--- src/rtl/hmmm_loader_if.sv ---
// Signal bundle between the hmmm loader and its surroundings: program stream,
// host I/O register and the hmmm CPU bus/strobes.
interface hmmm_loader_if;
  logic        in_valid;
  logic        in_ready;
  logic [15:0] in_data;
  logic        in_last;
  logic        io_valid;
  logic [15:0] io_data;
  logic        out_valid;
  logic [15:0] out_data;
  logic        restart;
  logic        done;
  logic        cpu_rst;
  logic        cpu_pgrm_addr;
  logic        cpu_pgrm_data;
  logic        cpu_read;
  logic        cpu_write;
  logic        cpu_halt;
  logic [15:0] bus_in;
  logic [15:0] bus_out;
  logic        bus_oe;

  modport master (
    input  in_valid, in_data, in_last, io_valid, io_data, restart,
           cpu_read, cpu_write, cpu_halt, bus_in,
    output in_ready, out_valid, out_data, done, cpu_rst,
           cpu_pgrm_addr, cpu_pgrm_data, bus_out, bus_oe
  );

  modport slave (
    output in_valid, in_data, in_last, io_valid, io_data, restart,
           cpu_read, cpu_write, cpu_halt, bus_in,
    input  in_ready, out_valid, out_data, done, cpu_rst,
           cpu_pgrm_addr, cpu_pgrm_data, bus_out, bus_oe
  );
endinterface

--- src/rtl/hmmm_loader.sv ---
// Host-side loader for the hmmm CPU: writes a program word stream into CPU memory
// via address/data strobes, releases the CPU, then services its read/write I/O.
module hmmm_loader #(
  parameter int DEPTH = 256
) (
  input  logic          clk,
  input  logic          rst,
  hmmm_loader_if.master lif
);

  localparam int AW = (DEPTH > 1) ? $clog2(DEPTH) : 1;
  localparam logic [AW-1:0] LAST_ADDR = AW'(DEPTH - 1);

  typedef enum logic [2:0] {
    INIT, FETCH, ADDR, DATA, LRST, RUN, HALTED
  } state_t;

  state_t        state;
  state_t        next_state;
  logic [AW-1:0] addr;
  logic [15:0]   word;
  logic          last;
  logic [15:0]   io_reg;
  logic          out_valid_q;
  logic [15:0]   out_data_q;
  logic          load_end;

  // Loading stops on the tagged last word or when memory is full.
  assign load_end = last || (addr == LAST_ADDR);

  always_ff @(posedge clk or negedge rst) begin
    if (!rst) begin
      state <= INIT;
    end else begin
      state <= next_state;
    end
  end

  always_comb begin
    next_state = state;
    unique case (state)
      INIT:    next_state = FETCH;
      FETCH:   if (lif.in_valid) next_state = ADDR;
      ADDR:    next_state = DATA;
      DATA:    next_state = load_end ? LRST : FETCH;
      LRST:    next_state = RUN;
      RUN: begin
        if (lif.restart) begin
          next_state = INIT;
        end else if (lif.cpu_halt) begin
          next_state = HALTED;
        end
      end
      HALTED:  if (lif.restart) next_state = INIT;
      default: next_state = INIT;
    endcase
  end

  // io_reg is host state and deliberately survives INIT; only rst clears it.
  always_ff @(posedge clk or negedge rst) begin
    if (!rst) begin
      addr        <= '0;
      word        <= '0;
      last        <= 1'b0;
      io_reg      <= '0;
      out_valid_q <= 1'b0;
      out_data_q  <= '0;
    end else begin
      if (lif.io_valid) begin
        io_reg <= lif.io_data;
      end
      out_valid_q <= (state == RUN) && lif.cpu_write;
      if ((state == RUN) && lif.cpu_write) begin
        out_data_q <= lif.bus_in;
      end
      unique case (state)
        INIT: addr <= '0;
        FETCH: begin
          if (lif.in_valid) begin
            word <= lif.in_data;
            last <= lif.in_last;
          end
        end
        DATA: if (!load_end) addr <= addr + 1'b1;
        default: ;
      endcase
    end
  end

  always_comb begin
    lif.in_ready      = 1'b0;
    lif.cpu_rst       = 1'b0;
    lif.cpu_pgrm_addr = 1'b0;
    lif.cpu_pgrm_data = 1'b0;
    lif.bus_oe        = 1'b0;
    lif.bus_out       = '0;
    lif.done          = 1'b0;
    lif.out_valid     = out_valid_q;
    lif.out_data      = out_data_q;
    unique case (state)
      INIT, LRST: lif.cpu_rst = 1'b1;
      FETCH:      lif.in_ready = 1'b1;
      ADDR: begin
        lif.cpu_pgrm_addr = 1'b1;
        lif.bus_oe        = 1'b1;
        lif.bus_out       = 16'(addr);
      end
      DATA: begin
        lif.cpu_pgrm_data = 1'b1;
        lif.bus_oe        = 1'b1;
        lif.bus_out       = word;
      end
      RUN: begin
        lif.bus_oe  = lif.cpu_read;
        lif.bus_out = io_reg;
      end
      HALTED:     lif.done = 1'b1;
      default: ;
    endcase
  end

endmodule
--- src/flat_wrapper.sv ---
// flat-port wrapper written by rule: the top's interface ports become plain ports
module hmmm_loader_flat 
#(
  parameter int DEPTH = 256
)
  (clk, rst, lif_in_valid, lif_in_data, lif_in_last, lif_io_valid, lif_io_data, lif_restart, lif_cpu_read, lif_cpu_write, lif_cpu_halt, lif_bus_in, lif_in_ready, lif_out_valid, lif_out_data, lif_done, lif_cpu_rst, lif_cpu_pgrm_addr, lif_cpu_pgrm_data, lif_bus_out, lif_bus_oe);
  hmmm_loader_if lif_i ();
  input  logic clk;
  input  logic rst;
  input wire logic [$bits(lif_i.in_valid)-1:0] lif_in_valid;
  input wire logic [$bits(lif_i.in_data)-1:0] lif_in_data;
  input wire logic [$bits(lif_i.in_last)-1:0] lif_in_last;
  input wire logic [$bits(lif_i.io_valid)-1:0] lif_io_valid;
  input wire logic [$bits(lif_i.io_data)-1:0] lif_io_data;
  input wire logic [$bits(lif_i.restart)-1:0] lif_restart;
  input wire logic [$bits(lif_i.cpu_read)-1:0] lif_cpu_read;
  input wire logic [$bits(lif_i.cpu_write)-1:0] lif_cpu_write;
  input wire logic [$bits(lif_i.cpu_halt)-1:0] lif_cpu_halt;
  input wire logic [$bits(lif_i.bus_in)-1:0] lif_bus_in;
  output wire logic [$bits(lif_i.in_ready)-1:0] lif_in_ready;
  output wire logic [$bits(lif_i.out_valid)-1:0] lif_out_valid;
  output wire logic [$bits(lif_i.out_data)-1:0] lif_out_data;
  output wire logic [$bits(lif_i.done)-1:0] lif_done;
  output wire logic [$bits(lif_i.cpu_rst)-1:0] lif_cpu_rst;
  output wire logic [$bits(lif_i.cpu_pgrm_addr)-1:0] lif_cpu_pgrm_addr;
  output wire logic [$bits(lif_i.cpu_pgrm_data)-1:0] lif_cpu_pgrm_data;
  output wire logic [$bits(lif_i.bus_out)-1:0] lif_bus_out;
  output wire logic [$bits(lif_i.bus_oe)-1:0] lif_bus_oe;
  assign lif_i.in_valid = lif_in_valid;
  assign lif_i.in_data = lif_in_data;
  assign lif_i.in_last = lif_in_last;
  assign lif_i.io_valid = lif_io_valid;
  assign lif_i.io_data = lif_io_data;
  assign lif_i.restart = lif_restart;
  assign lif_i.cpu_read = lif_cpu_read;
  assign lif_i.cpu_write = lif_cpu_write;
  assign lif_i.cpu_halt = lif_cpu_halt;
  assign lif_i.bus_in = lif_bus_in;
  assign lif_in_ready = lif_i.in_ready;
  assign lif_out_valid = lif_i.out_valid;
  assign lif_out_data = lif_i.out_data;
  assign lif_done = lif_i.done;
  assign lif_cpu_rst = lif_i.cpu_rst;
  assign lif_cpu_pgrm_addr = lif_i.cpu_pgrm_addr;
  assign lif_cpu_pgrm_data = lif_i.cpu_pgrm_data;
  assign lif_bus_out = lif_i.bus_out;
  assign lif_bus_oe = lif_i.bus_oe;
  hmmm_loader #(.DEPTH(DEPTH)) u_core (.clk(clk), .rst(rst), .lif(lif_i));
endmodule
--- config.mk ---
export PLATFORM = sky130hd
export DESIGN_NAME = hmmm_loader_flat
export DESIGN_NICKNAME = d
export VERILOG_FILES = /design/src/rtl/hmmm_loader_if.sv /design/src/rtl/hmmm_loader.sv /design/src/flat_wrapper.sv
export SDC_FILE = /design/constraint.sdc
export NUM_CORES = 1
export LEC_CHECK = 0
export BUFFER_PORTS_ARGS = -buffer_cell sky130_fd_sc_hd__buf_2
export CAP_MARGIN = 20
export CORE_ASPECT_RATIO = 1.4
export CORE_MARGIN = 2
export CORE_UTILIZATION = 46
export CTS_CLUSTER_DIAMETER = 30
export CTS_CLUSTER_SIZE = 28
export DETAILED_ROUTE_END_ITERATION = 6
export PLACE_DENSITY = 0.74
export SLEW_MARGIN = 15
export SYNTH_ARGS = -nofsm -noshare
export SYNTH_HDL_FRONTEND = slang
export SYNTH_SLANG_ARGS = --single-unit
--- constraint.sdc ---
create_clock -name clk -period 1.5 [get_ports clk]
set_input_delay 0.3 -clock clk [delete_from_list [all_inputs] [get_ports clk]]
set_output_delay 0.3 -clock clk [all_outputs]
set_load 0.01 [all_outputs]
==> flow_metrics.env <==
export IMPL_r2r_cells=5
export IMPL_cts_inserted_buffers=9
export IMPL_setup_viol=58
export IMPL_slew_violations=0
export IMPL_syn_num_nets=297
export IMPL_root_buffer="clkbuf_8"
export IMPL_vias_per_cell=5.40
export IMPL_cts_tree="yes"
export IMPL_netlist_area_um2=2930
export IMPL_portBuffers=95
export IMPL_path_clk_slew_ns=0.07
export IMPL_cts_path_max_buffers=2
export IMPL_violations="setup timing"
export IMPL_fin_nets=428
export IMPL_grt_max_degree=49
export IMPL_drc=0
export IMPL_use_met3_pct=6.09
export IMPL_fin_tns_setup_ns=-10.22
export IMPL_fin_skew_ns=0.00679
export IMPL_post_place_cells=417
export IMPL_stdcell_area_um2=4260
export IMPL_route_vias_total=2412
export IMPL_finalCritPeriodShare_pct=121
export IMPL_first_pass_iters=4
export IMPL_syn_area_per_cell_um2=12.2
export IMPL_ys_flop_type="dfrtp_1"
export IMPL_cp_endpoint="lif_bus_out[8]"
export IMPL_start_util_pct=47.4
export IMPL_timing_critical_path_fanout_max=8
export IMPL_fmax_mhz=549
export IMPL_period_needed_ns=1.82
export IMPL_synth_seq_cells=61
export IMPL_rsz0062_at_grt="yes"
export IMPL_drtIter0Drc=105
export IMPL_fp_coreArea_um2=6170
export IMPL_use_met1_pct=27.4
export IMPL_synth_top_cells_by_area="dfrtp_1 52%, mux2_2 19%, mux2i_1 5.1%"
export IMPL_ant_nets=0
export IMPL_wl_per_cell_um=17.2
export IMPL_final_layout_size_suffix_gt1_share_pct=60.0
export IMPL_total_power_mw=8.10
export IMPL_worst_pin_slew_ns=0.366
export IMPL_grt_pass1_vias=2616
export IMPL_whs_ns=0.186
export IMPL_yosysMostFrequentCell="dfrtp_1"
export IMPL_synth_top_area_share_pct=52.2
export IMPL_startpoint_type="flop"
export IMPL_yosysWarnings=0
export IMPL_power_density_nw_per_um2=1900
export IMPL_relSlewSlack_pct=75.3
export IMPL_die_w_um=71.4
export IMPL_antenna_diode_count=0
export IMPL_gp_congestion=0.868
export IMPL_io_pins=96
export IMPL_max_cap_violations=0
export IMPL_ys_seq_area_share_pct=52.2
export IMPL_crit_type="flop to primary output"
export IMPL_dieArea_um2=7020
export IMPL_power_leakage_nw=2.08
export IMPL_insertion_delay_ns=0.34
export IMPL_globalRouteOverflowTotal=0
export IMPL_synth_common_cells="61 x dfrtp_1, 49 x mux2_2, 21 x nand2_1"
export IMPL_antenna_found_initial=0
export IMPL_regToRegEndpoint="u_core.word[7]$_DFFE_PN0P_"
export IMPL_core_rowCount=34
export IMPL_finalWorstSetupSlack_ns=-0.321
export IMPL_outcome="finished with violations"
export IMPL_crit_required_ns=1.20
export IMPL_syn2layout_area_growth_pct=45.7
export IMPL_worstPathArrival_ns=1.52
export IMPL_async_flop_share_pct=100
export IMPL_met2_usage_pct=38.2
export IMPL_htree_num_levels=3
export IMPL_die_height_um=98.4
export IMPL_hold_violations=0
export IMPL_synth_distinct_cells=40
export IMPL_final_cells=447
export IMPL_dp_hpwl_um=4990
export IMPL_reg2reg_slack_ns=-0.19
export IMPL_grt_first_pass_wirelength_um=12400
export IMPL_hold_class="input pin to flop"
export IMPL_wirelength_um=7710
export IMPL_synth_edf_count=0
export IMPL_top_usage_layer="met2"
export IMPL_cp_startpoint="u_core.state[1]$_DFFE_PN0P_"
export IMPL_min_from="lif_in_data[1]"
export IMPL_cts_sinks=61
export IMPL_cp_end_kind="primary output"
export IMPL_peakVddDrop_mv=0.947
export IMPL_r2r_start="u_core.state[1]$_DFFE_PN0P_"
export IMPL_grt_util_all_layers_pct=23.1
export IMPL_synth_top_cell_by_area="dfrtp_1"
export IMPL_postPlaceCellArea_um2=3650
export IMPL_syn_inst=239
final cells by class:
type	count	area (µm²)
Timing Repair Buffer	135	927
Multi-Input combinational cell	159	1500
Fill cell	432	1910
Sequential cell	61	1530
Tap cell	72	90.1
Clock inverter	5	75.1
Clock buffer	11	131
Inverter	4	15.0
per-stage QoR:
| step | utilization (%) | setup slack [ns] |
|---|---|---|
| after global routing | 69.1 | -0.400 |
| after floorplan | - | -0.0300 |
| after global placement | 59.2 | -0.00696 |
| after detailed placement | 59.2 | -0.0420 |
| after CTS | 68.0 | -0.303 |
| final | 69.1 | -0.321 |
report_power, final:
group          switching, mW  internal [mW]  total, mW
logic                   1.77           2.20       3.97
registers              0.361           2.22       2.58
clock network          0.624          0.928       1.55
kinds of logic after synthesis:
group                    Yosys count  synth area share (%)
flip-flops                        61                  52.2
buffers and inverters             19                  3.29
adder cells (fa/ha/maj)            1                 0.428
AO/OA/AOI/OAI                     35                  7.78
multiplexers                      64                  24.0
AND/OR/NAND/NOR                   59                  12.3
worst max-delay path: stages (launching register included):
cell,delay (ns)
dfrtp_2,0.44
nor2b_2,0.18
buf_6,0.14
a22oi_2,0.21
nor2b_1,0.07
buf_2,0.14
timing repair:
action                                 4_1_cts  5_1_grt
gates resized for setup                     58       14
setup endpoints to repair                   58       61
endpoints found under the hold margin       13        0
hold buffers                                 1        0
buffers inserted                             9        1
pin swaps                                    8        6
gates cloned                                 3        0
metal layers:
layer  vias to the layer above  part of all wire, %
li1                       1122                    -
met1                      1187                   39
met2                        82                   53
met3                        21                  4.5
met4                         0                  3.1
met5                         -                    0
layout by cell type (no fill, tap or decap), types with 2 or more instances in the layout:
cell type	count
a2111oi_4	2
a21oi_1	4
a22oi_1	2
a22oi_2	6
buf_12	4
buf_16	2
buf_2	94
buf_4	20
buf_6	13
bufinv_16	2
clkbuf_1	2
clkbuf_8	9
clkinv_2	3
dfrtp_1	59
dfrtp_2	2
inv_1	4
mux2_2	32
mux2_4	17
mux2i_1	15
nand2_1	20
nand2b_1	2
nand3_1	3
nand4_1	2
nor2_1	4
nor2b_1	8
nor2b_2	2
o21ai_0	5
o21ai_1	7
o41ai_1	2
how the worst min path moves through the flow:
stage	cells after the start	endpoint	slack, ns
floorplan	0	u_core.addr[0]$_DFFE_PN0P_	0.004
global placement	1	u_core.lif.out_data[5]$_DFFE_PN0P_	0.21
detailed placement	1	u_core.lif.out_data[5]$_DFFE_PN0P_	0.22
CTS	2	u_core.lif.out_data[3]$_DFFE_PN0P_	0.17
global route	2	u_core.word[1]$_DFFE_PN0P_	0.17
finish	2	u_core.word[1]$_DFFE_PN0P_	0.19
Note: power is estimated with default switching activity, not from simulation.
